==> config.mk <==
export PLATFORM = sky130hd
export DESIGN_NAME = sum_accum
export DESIGN_NICKNAME = d
export VERILOG_FILES = /design/src/rtl/sum_accum.sv
export SDC_FILE = /design/constraint.sdc
export NUM_CORES = 1
export LEC_CHECK = 0
export BUFFER_PORTS_ARGS = -buffer_cell sky130_fd_sc_hd__buf_2
export CORE_ASPECT_RATIO = 1.1
export CORE_UTILIZATION = 30
export CTS_CLUSTER_DIAMETER = 100
export DETAILED_ROUTE_END_ITERATION = 10
export SKIP_LAST_GASP = 1
export SYNTH_ARGS = -nofsm -noshare
export SYNTH_HDL_FRONTEND = slang
export SYNTH_SLANG_ARGS = --single-unit
==> constraint.sdc <==
create_clock -name clk -period 2.76 [get_ports clk]
set_input_delay 0.552 -clock clk [delete_from_list [all_inputs] [get_ports clk]]
set_output_delay 0.552 -clock clk [all_outputs]
set_load 0.05 [all_outputs]
==> src/rtl/sum_accum.sv <==
// Group accumulator: sums up to GROUP unsigned samples (or fewer, when closed early by in_last)
// and holds the total and sample count behind a valid/ready handshake.
module sum_accum #(
  parameter int DATA_W = 10,
  parameter int GROUP  = 4,
  localparam int OUT_W = DATA_W + $clog2(GROUP),
  localparam int CNT_W = $clog2(GROUP) + 1
) (
  input  logic              clk,
  input  logic              rst,
  input  logic              in_valid,
  output logic              in_ready,
  input  logic [DATA_W-1:0] in_sum,
  input  logic              in_last,
  output logic              out_valid,
  input  logic              out_ready,
  output logic [OUT_W-1:0]  out_total,
  output logic [CNT_W-1:0]  out_count
);

  localparam logic [0:0] ST_ACC  = 1'b0;
  localparam logic [0:0] ST_HOLD = 1'b1;

  logic [0:0]       state;
  logic             ready_en;
  logic [OUT_W-1:0] acc;
  logic [CNT_W-1:0] cnt;

  logic             accept;
  logic             deliver;
  logic [OUT_W-1:0] sum_next;
  logic [CNT_W-1:0] cnt_next;
  logic             closing;

  // ready_en keeps in_ready low during reset and until the first clock edge afterwards
  assign in_ready  = ready_en & ((state == ST_ACC) | out_ready);
  assign out_valid = (state == ST_HOLD);

  assign accept  = in_valid & in_ready;
  assign deliver = out_valid & out_ready;

  // acc and cnt are always zero in HOLD, so one datapath serves both the
  // ordinary accept and the deliver-plus-accept that starts a new group
  assign sum_next = acc + OUT_W'(in_sum);
  assign cnt_next = cnt + 1'b1;
  assign closing  = in_last | (cnt_next == CNT_W'(GROUP));

  always_ff @(posedge clk or posedge rst) begin
    if (rst) begin
      state     <= ST_ACC;
      ready_en  <= 1'b0;
      acc       <= '0;
      cnt       <= '0;
      out_total <= '0;
      out_count <= '0;
    end else begin
      ready_en <= 1'b1;
      if (accept) begin
        if (closing) begin
          out_total <= sum_next;
          out_count <= cnt_next;
          acc       <= '0;
          cnt       <= '0;
          state     <= ST_HOLD;
        end else begin
          acc   <= sum_next;
          cnt   <= cnt_next;
          state <= ST_ACC;
        end
      end else if (deliver) begin
        state <= ST_ACC;
      end
    end
  end

endmodule

==> flow_summary.json, run 1 <==
{
  "status": "complete, no violations",
  "root_buffer": "clkbuf_8",
  "pwr-share-seq_pct": 32.6,
  "path_class": "register to register",
  "wl_mm": 3.863,
  "cp_data_arrival_time_ns": 2.58,
  "clock_sinks": 32,
  "fin_cells": 287,
  "area_delta_synth_final_pct": 21.55,
  "synth_compound_area_share_pct": 20.39,
  "die_h_um": 81.66,
  "pwr-share-comb_pct": 46.8,
  "busiest_layer": "met2",
  "worst_slew_pin_slew_ns": 1.073,
  "drc_errors": 0,
  "synth_xor_area_share_pct": 4.049,
  "swShare_pct": 43.50,
  "final_hold_viol_count": 0,
  "max_freq_mhz": 421.9,
  "synthArstFlopShare_pct": 100.0,
  "startpoint_type": "register",
  "max-vdd-ir-drop_mv": 0.4723,
  "critPathMaxStageDelay_ns": 0.82,
  "fill_cells": 597,
  "dpl_cell_area_um2": 1996,
  "cts_buffers": 5,
  "critPathSlowestCell": "nor2_1",
  "post-cts-setup-buffers": 0,
  "antenna_cells": 0,
  "synth-seq-cells": 32,
  "clock_path_buffers": 2,
  "ant_nets": 0,
  "coreArea_um2": 5465,
  "fin_nets": 239,
  "synth_edf_count": 0,
  "internal_power_mw": 1.228,
  "drv_slew": 0,
  "ys_seq_area_share_pct": 46.28,
  "clk-insertion-delay-late_ns": 0.29,
  "maxCapViolations": 0,
  "synth-simple-area-share_pct": 15.26,
  "hpwl_mm": 2.752,
  "synth_flop_cell": "dfrtp_1",
  "setup_viol": 0,
  "row_count": 28,
  "tns_ns": 0,
  "htree_levels": 2,
  "leakagePower_nw": 1.050,
  "post_synth_instance_area_um2": 1730,
  "path_clk_slew_ns": 0.07,
  "hold_path.class": "input port to async pin",
  "syn_inst": 173,
  "drive_above_1_share_pct": 24.53,
  "die_x_um": 74.42,
  "cts_tree": "built",
  "relSlewSlack_pct": 28.21,
  "dr.first_iter.drc_count": 57,
  "grt_pass1_vias": 1359,
  "grt_pass1_wl_mm": 6.417,
  "ctsResizeCount": 0,
  "finalPower_mw": 2.174,
  "grt_overflow": 0,
  "final.min_clock_period_ns": 2.370,
  "seq_area_um2": 800.8,
  "power_density_nw_per_um2": 1034,
  "skew_ns": 0.005783,
  "worst_r2r_path_depth": 6,
  "place_congestion": 0.8275,
  "synthAdderAreaFrac_pct": 9.834,
  "postLayoutCellArea_um2": 2103,
  "crit_required_ns": 2.97,
  "p_switching_mw": 0.9458,
  "cp-startpoint": "cnt[0]$_DFFE_PP0P_",
  "drt_first_pass_iters": 4,
  "period_share_pct": 85.88,
  "synth_cell_types": 41,
  "end_kind": "register",
  "crit_fanout": 13,
  "initial_core_util_pct": 31.66,
  "grt_use_met2_pct": 21.26,
  "wl_per_cell_um": 13.46,
  "vias": 1386,
  "reg2reg_from": "cnt[0]$_DFFE_PP0P_",
  "synthMuxAreaShare_pct": 2.531,
  "dieArea_um2": 6076,
  "vias_per_cell": 4.829,
  "grt_usage_pct": 14.48,
  "num_io_pins": 32,
  "grt_antenna_before_repair": 0,
  "grt_max_degree": 33,
  "post-place-cells": 279,
  "multi_input_area_um2": 904.6,
  "p_clk_share_pct": 20.7,
  "whs_ns": 0.3369,
  "crit_chain": "ha_1 -> xor2_1 -> a21o_1 -> nor2_1 -> o21ai_0 -> mux2i_1",
  "synth_top_family_by_area": "compound AO/OA/AOI/OAI gates",
  "rsz0062_at_grt": "no",
  "syn_area_per_cell_um2": 10.00,
  "met1_usage_pct": 19.23,
  "yosysWarningCount": 0,
  "io_buffers": 31,
  "synthesis.nets": 201,
  "cts_hold_buf": 0,
  "gr-usage-met3_pct": 5.399
}
==> metal layers <==
| metal | routed length [um] | part of all wire (%) | up-vias |
|---|---|---|---|
| met4 | 51 | 1.3 | 0 |
| met3 | 199 | 5.2 | 7 |
| li1 | - | - | 701 |
| met1 | 1878 | 49 | 642 |
| met5 | 0 | 0 | - |
| met2 | 1734 | 45 | 36 |
==> state kept, by name (all words and copies together), names as in the netlist <==
register,cells
acc,12
ready_en,1
out_count,3
out_total,12
out_valid,1
cnt,3
==> synthesized netlist by cell type, drive strengths merged (2+ instances only) <==
library cell,n,area [um^2]
nand2,32,120.1
a21oi,10,50.05
ha,12,150.1
o21ai,14,70.07
mux2,3,33.78
clkbuf,3,11.26
a22o,8,70.07
nand4,2,12.51
or3,2,12.51
and2,3,18.77
nand3,3,15.01
or2,2,12.52
buf,2,10.01
dfrtp,32,800.8
a31o,3,26.28
a21boi,2,15.01
a32o,2,21.27
a21o,5,37.54
xnor2,6,52.55
and3,2,13.77
nor3,2,10.01
nor2,7,26.28
a31oi,3,25.02
xor2,2,17.52
==> path summary, 6_finish.rpt <==
path                                            endpoint  slack (ns)
worst max-delay path                 acc[11]$_DFFE_PP0P_        0.39
worst max register to register       acc[11]$_DFFE_PP0P_        0.39
max in group asynchronous             acc[5]$_DFFE_PP0P_        2.13
worst min register to register  out_total[0]$_DFFE_PP0P_        0.47
min in group clk                out_total[0]$_DFFE_PP0P_        0.47
worst min-delay path            out_count[2]$_DFFE_PP0P_        0.34
==> cells in the final DEF (no fill, tap or decap), drive strengths merged, types with 2 or more instances in the layout <==
cell    count
a21boi      2
o21ai      14
dfrtp      32
xnor2       6
or2         2
or3         2
nor2        7
a32o        2
nor3        2
and2        3
xor2        2
ha         12
a21oi      10
a31o        3
and3        2
a22o        8
buf        36
nand4       2
nand3       3
a31oi       3
clkbuf      6
mux2        3
a21o        5
nand2      32
==> critical path: cells and delay by family, from the launching register on <==
kind	cells	cell delay [ns]
AO/OA/AOI/OAI	2	0.40
XOR/XNOR	1	0.19
adder cells (fa/ha/maj)	1	0.26
flip-flops	1	0.43
multiplexers	1	0.18
AND/OR/NAND/NOR	1	0.82
==> through the flow <==
stage | worst slack [ns] | util [%]
5_1_grt | 0.2047 | 38.48
6_report | 0.3898 | 38.48
3_3_place_gp | 0.2563 | 36.52
3_5_place_dp | 0.2324 | 36.52
4_1_cts | 0.3882 | 38.48
2_1_floorplan | 0.4686 | -
==> final cells by class <==
cell class / instances / share of cell area [%]
clock buffer: 6 / 3.450
clock inverter: 2 / 1.666
inverter: 1 / 0.1785
multi-input combinational: 135 / 43.01
sequential: 32 / 38.07
tap: 75 / 4.462
timing repair buffer: 36 / 9.161
==> power groups by stage <==
| stage | Clock [mW] | Combinational, mW | Sequential (mW) |
|---|---|---|---|
| 2_1_floorplan | 0 | 0.495 | 1.02 |
| 3_3_place_gp | 0 | 1.01 | 0.714 |
| 3_5_place_dp | 0 | 1.02 | 0.717 |
| 4_1_cts | 0.467 | 1.03 | 0.709 |
| 5_1_grt | 0.484 | 1.11 | 0.727 |
| 6_report | 0.449 | 1.02 | 0.708 |
==> kinds of logic (layout without fill, tap and decap cells) <==
| family | Yosys count | after routing |
|---|---|---|
| adder cells (fa/ha/maj) | 13 | 13 |
| buffers and inverters | 6 | 45 |
| flip-flops | 32 | 32 |
| AND/OR/NAND/NOR | 58 | 58 |
| AO/OA/AOI/OAI | 51 | 51 |
| other | 1 | 1 |
| multiplexers | 4 | 4 |
| XOR/XNOR | 8 | 8 |
Power figures use the tool's default switching activity.
==> run 2, diff against run 1 <==
CORE_ASPECT_RATIO = 1.2   (was 1.1)
GPL_ROUTABILITY_DRIVEN = 0   (was default)
==> run 2 against run 1 <==
Critical path type unchanged. Largest power group unchanged. Fmax grew 2.5%. Die area hardly changed. First-iteration DRC count is 12% lower. Critical endpoint unchanged. Sequential power about the same. Sequential share of layout area is 0.23 points higher. Total power is 2.0% higher. Non-clock buffer count down 2. Routed wire length is 1.1% lower. Worst hold slack better by 0.0080 ns. Combinational power barely moved. Highest routed layer unchanged. Clock power rose by 9.6%. Register-to-register slack gained 0.06 ns. The flow now finishes with violations (DRC).
==> flow_summary.json, run 2 (synthesis results as in run 1) <==
{
  "cts_buffers": 5,
  "wl_mm": 3.820,
  "initial_core_util_pct": 32.01,
  "leakagePower_nw": 1.050,
  "worst_r2r_path_depth": 6,
  "maxCapViolations": 0,
  "drv_slew": 0,
  "final.min_clock_period_ns": 2.313,
  "critPathSlowestCell": "nor2_1",
  "vias_per_cell": 5.129,
  "antenna_cells": 0,
  "ant_nets": 0,
  "startpoint_type": "register",
  "coreArea_um2": 5406,
  "reg2reg_from": "cnt[0]$_DFFE_PP0P_",
  "final_hold_viol_count": 0,
  "drt_first_pass_iters": 7,
  "clock_sinks": 32,
  "crit_required_ns": 2.97,
  "ctsResizeCount": 0,
  "vias": 1395,
  "dieArea_um2": 6077,
  "grt_overflow": 0,
  "post-cts-setup-buffers": 0,
  "die_h_um": 85.20,
  "seq_area_um2": 800.8,
  "skew_ns": 0.008588,
  "power_density_nw_per_um2": 1061,
  "dr.first_iter.drc_count": 50,
  "area_delta_synth_final_pct": 20.82,
  "setup_viol": 0,
  "multi_input_area_um2": 904.6,
  "fill_cells": 553,
  "clk-insertion-delay-late_ns": 0.28,
  "drc_errors": 3,
  "period_share_pct": 83.81,
  "path_clk_slew_ns": 0.07,
  "wl_per_cell_um": 14.04,
  "drive_above_1_share_pct": 24.29,
  "clock_path_buffers": 2,
  "path_class": "register to register",
  "grt_pass1_wl_mm": 6.458,
  "timing.rr.end": "acc[11]$_DFFE_PP0P_",
  "max-vdd-ir-drop_mv": 0.3804,
  "relSlewSlack_pct": 31.49,
  "reg2reg_setup_slack_ns": 0.45,
  "rsz0062_at_grt": "no",
  "end_kind": "register",
  "postLayoutCoreUtil_pct": 38.67,
  "max_freq_mhz": 432.3,
  "num_io_pins": 32,
  "grt_pass1_vias": 1386,
  "io_buffers": 31,
  "htree_levels": 2,
  "grt_usage_pct": 13.91,
  "cts_tree": "built",
  "tns_ns": 0,
  "die_x_um": 71.33,
  "hold_path.class": "input port to async pin",
  "cts_hold_buf": 0,
  "crit_fanout": 13,
  "failed_checks": "DRC",
  "cp_data_arrival_time_ns": 2.52,
  "grt_max_degree": 33,
  "status": "complete, but fails checks",
  "grt_antenna_before_repair": 0,
  "top_regs": "acc x12, out_total x12",
  "worst_slew_pin_slew_ns": 1.024,
  "crit_chain": "ha_1 -> xor2_1 -> a21o_1 -> nor2_1 -> o21ai_0 -> mux2i_1",
  "row_count": 29,
  "critPathMaxStageDelay_ns": 0.78,
  "final_cell_mix": "nand2_1, dfrtp_1, buf_2",
  "hpwl_mm": 2.704,
  "fin_nets": 237,
  "root_buffer": "clkbuf_8"
}
run 2: changes by cell type in the layout (fill, tap and decap cells not counted), sizes merged:
cell / previous run / this run
buf: 36 / 34
clkbuf: 6 / 7
clkinv: 1 / 0
run 2: final cells by class:
type	count	area share, %
Multi-Input combinational cell	135	43.27
Sequential cell	32	38.30
Timing Repair Buffer	34	8.498
Clock buffer	7	4.608
Tap cell	62	3.710
Clock inverter	1	1.436
Inverter	1	0.1795
run 2: worst max-delay path: cells and delay by family (launching register included):
family | cells | cell delay, ns
simple gates | 1 | 0.78
flops | 1 | 0.43
compound gates | 2 | 0.40
fa+ha+maj | 1 | 0.25
xor+xnor | 1 | 0.19
mux | 1 | 0.17
run 2: per-stage QoR:
stage	cell area [um^2]	hold WS [ns]	worst slack [ns]	total power, mW	cells
6_report	2091	0.3450	0.4468	2.218	272
2_1_floorplan	1730	0.4538	0.4686	1.513	173
3_5_place_dp	1964	0.4589	0.2224	1.737	264
5_1_grt	2091	0.3928	0.2889	2.369	272
4_1_cts	2091	0.3515	0.4599	2.242	272
3_3_place_gp	1964	0.4537	0.2536	1.728	264
run 2: layer usage:
layer  GRT usage [%]  vias up  wire [um]
met5               0        -          0
met4           4.909        0         46
met3           3.800        4        128
met2           22.16       28       1802
met1           18.06      669       1842
li1                -      694          -
run 2: power breakdown:
group	internal (mW)	switching, mW
Sequential	0.619	0.0884
Clock	0.319	0.174
Combinational	0.340	0.678
run 2: worst max path at each step:
stage                                   from                  endpoint  slack [ns]  cells past startpoint
final                     cnt[0]$_DFFE_PP0P_       acc[11]$_DFFE_PP0P_        0.45                      6
after global routing      cnt[0]$_DFFE_PP0P_       acc[11]$_DFFE_PP0P_        0.29                      6
after CTS                 cnt[0]$_DFFE_PP0P_       acc[11]$_DFFE_PP0P_        0.46                      6
after detailed placement           in_sum[0]  out_total[8]$_DFFE_PP0P_        0.22                      8
after global placement             in_sum[0]  out_total[8]$_DFFE_PP0P_        0.25                      8
after floorplan                    in_sum[0]  out_total[8]$_DFFE_PP0P_        0.47                      7
==> run 3, diff against run 2 <==
clock period = 2 ns   (was 2.76 ns; I/O delays follow)
==> run 3 against run 2 <==
The flow finishes with violations (DRC, setup timing). Critical path depth increased by 1. Global-route usage is 0.39 points higher. Fmax is 12% higher. Core utilization grew 2.5 points. Final cell count up 4.8%. Sequential power rose by 39%. Sequential cell count stayed put. Total power is 37% higher.
==> flow_summary.json, run 3 (synthesis results as in run 1) <==
{
  "status": "complete, but fails checks",
  "failed_checks": "DRC, setup timing",
  "cts_tree": "built",
  "busiest_layer": "met2",
  "power_density_nw_per_um2": 1364,
  "final_cell_mix": "nand2_1, dfrtp_1, buf_2",
  "end_kind": "register",
  "gr-usage-met3_pct": 4.038,
  "antenna_cells": 0,
  "root_buffer": "clkbuf_8",
  "maxCapViolations": 0,
  "drc_errors": 2,
  "grt_max_degree": 33,
  "pwr-share-seq_pct": 32.3,
  "vias_per_cell": 5.011,
  "dr.first_iter.drc_count": 20,
  "path_clk_slew_ns": 0.07,
  "pwr-share-comb_pct": 51.9,
  "initial_core_util_pct": 32.01,
  "critPathMaxStageDelay_ns": 0.41,
  "swShare_pct": 44.67,
  "startpoint_type": "register",
  "drive_above_1_share_pct": 30.94,
  "max_freq_mhz": 483.9,
  "cp-startpoint": "acc[0]$_DFFE_PP0P_",
  "max-vdd-ir-drop_mv": 0.4759,
  "num_io_pins": 32,
  "crit_fanout": 3,
  "post-place-cells": 276,
  "grt_pass1_wl_mm": 6.686,
  "die_x_um": 71.33,
  "critical_path.top_delay_family": "compound AO/OA/AOI/OAI gates",
  "clock_path_buffers": 2,
  "hold_path.class": "input port to async pin",
  "final.min_clock_period_ns": 2.067,
  "skew_ns": 0.004878,
  "internal_power_mw": 1.682,
  "critical_path_buf_inv_count": 0,
  "fill_cells": 558,
  "critPathSlowestCell": "dfrtp_1",
  "postLayoutCoreUtil_pct": 41.19,
  "path_class": "register to register",
  "top_regs": "acc x12, out_total x12",
  "cp_data_arrival_time_ns": 2.24,
  "wl_mm": 3.895,
  "wl_per_cell_um": 13.67,
  "final_hold_viol_count": 0,
  "drv_slew": 0,
  "ant_nets": 0,
  "row_count": 29,
  "setup_ws_ns": -0.06664,
  "fin_cells": 285,
  "vias": 1428,
  "crit_required_ns": 2.17,
  "grt_pass1_vias": 1485,
  "reg2reg_setup_slack_ns": -0.07,
  "coreArea_um2": 5406,
  "grt_overflow": 0,
  "dieArea_um2": 6077,
  "p_clk_share_pct": 15.8,
  "cts_buffers": 5,
  "clock_sinks": 32,
  "clk-insertion-delay-late_ns": 0.29,
  "io_buffers": 31,
  "rsz0062_at_grt": "yes",
  "htree_levels": 2,
  "leakagePower_nw": 1.099,
  "p_switching_mw": 1.357,
  "die_h_um": 85.20,
  "grt_use_met2_pct": 24.24,
  "hpwl_mm": 2.847,
  "fin_nets": 251,
  "drt_first_pass_iters": 6,
  "grt_usage_pct": 14.30,
  "crit_chain": "ha_4 -> fa_2 -> a21o_1 -> a221oi_4 -> o21ai_1 -> xor2_1 -> mux2_4",
  "met1_usage_pct": 17.07,
  "grt_antenna_before_repair": 0,
  "setup_viol": 2,
  "reg2reg_from": "acc[0]$_DFFE_PP0P_",
  "area_delta_synth_final_pct": 28.71,
  "period_share_pct": 103.3
}
## run 3: changes by cell type in the layout (fill, tap and decap cells not counted), moves of 2 or more
| cell | before | now |
|---|---|---|
| buf_4 | 3 | 17 |
| clkbuf_8 | 7 | 5 |
| ha_1 | 12 | 9 |
| ha_4 | 0 | 3 |
| o21ai_0 | 12 | 10 |
## run 3: path summary, 6_finish.rpt
check	endpoint	depth (start not counted)
worst max-delay path	out_total[8]$_DFFE_PP0P_	7
worst min-delay path	out_total[4]$_DFFE_PP0P_	3
worst max register to register	out_total[8]$_DFFE_PP0P_	7
worst min register to register	out_total[6]$_DFFE_PP0P_	2
max in group asynchronous	out_total[7]$_DFFE_PP0P_	3
min in group clk	out_valid$_DFFE_PP0P_	3
## run 3: worst reg2reg max path, stage by stage, from the launching register on
cell,delay [ns]
dfrtp_1,0.41
ha_4,0.18
fa_2,0.33
a21o_1,0.22
a221oi_4,0.26
o21ai_1,0.12
xor2_1,0.16
mux2_4,0.26
## run 3: area by class of cell
type / instances / area [um^2] / share of cell area, %
Multi-Input combinational cell: 135 / 984.7 / 44.21
Clock inverter: 1 / 5.005 / 0.2247
Timing Repair Buffer: 48 / 282.8 / 12.70
Sequential cell: 32 / 800.8 / 35.95
Tap cell: 62 / 77.57 / 3.483
Inverter: 1 / 3.754 / 0.1685
Clock buffer: 6 / 72.57 / 3.258
## run 3: layer usage
layer	vias to the layer above	part of all wire (%)	wire length (um)
met5	-	0	0
met2	24	48	1881
met4	0	1.6	61
li1	717	-	-
met1	681	47	1814
met3	6	3.5	138
## run 3: timing repair
item / CTS / global route
setup endpoints to repair: 7 / 11
setup buffers: 2 / 0
pin swaps: 8 / 3
endpoints found under the hold margin: 0 / 0
resized for setup: 7 / 4
hold buffers: 0 / 0
## run 3: power groups by stage
| stage | Combinational, mW | Sequential, mW | Clock (mW) |
|---|---|---|---|
| floorplan | 0.687 | 1.41 | 0 |
| global placement | 1.47 | 0.984 | 0 |
| detailed placement | 1.48 | 0.989 | 0 |
| CTS | 1.57 | 0.983 | 0.493 |
| global route | 1.72 | 1.02 | 0.521 |
| finish | 1.58 | 0.982 | 0.480 |
## run 3: through the flow
step                      setup slack [ns]   TNS, ns  area, um^2  total power, mW  hold WS (ns)
after floorplan                   -0.05289  -0.05720        1745            2.095        0.4538
after CTS                         -0.07946   -0.1698        2210            3.047        0.2061
after detailed placement           -0.2465    -1.507        2069            2.472        0.4576
after global routing               -0.1556   -0.6525        2227            3.255        0.2387
after global placement             -0.2267    -1.397        2069            2.455        0.4526
final                             -0.06664   -0.1071        2227            3.039        0.1849
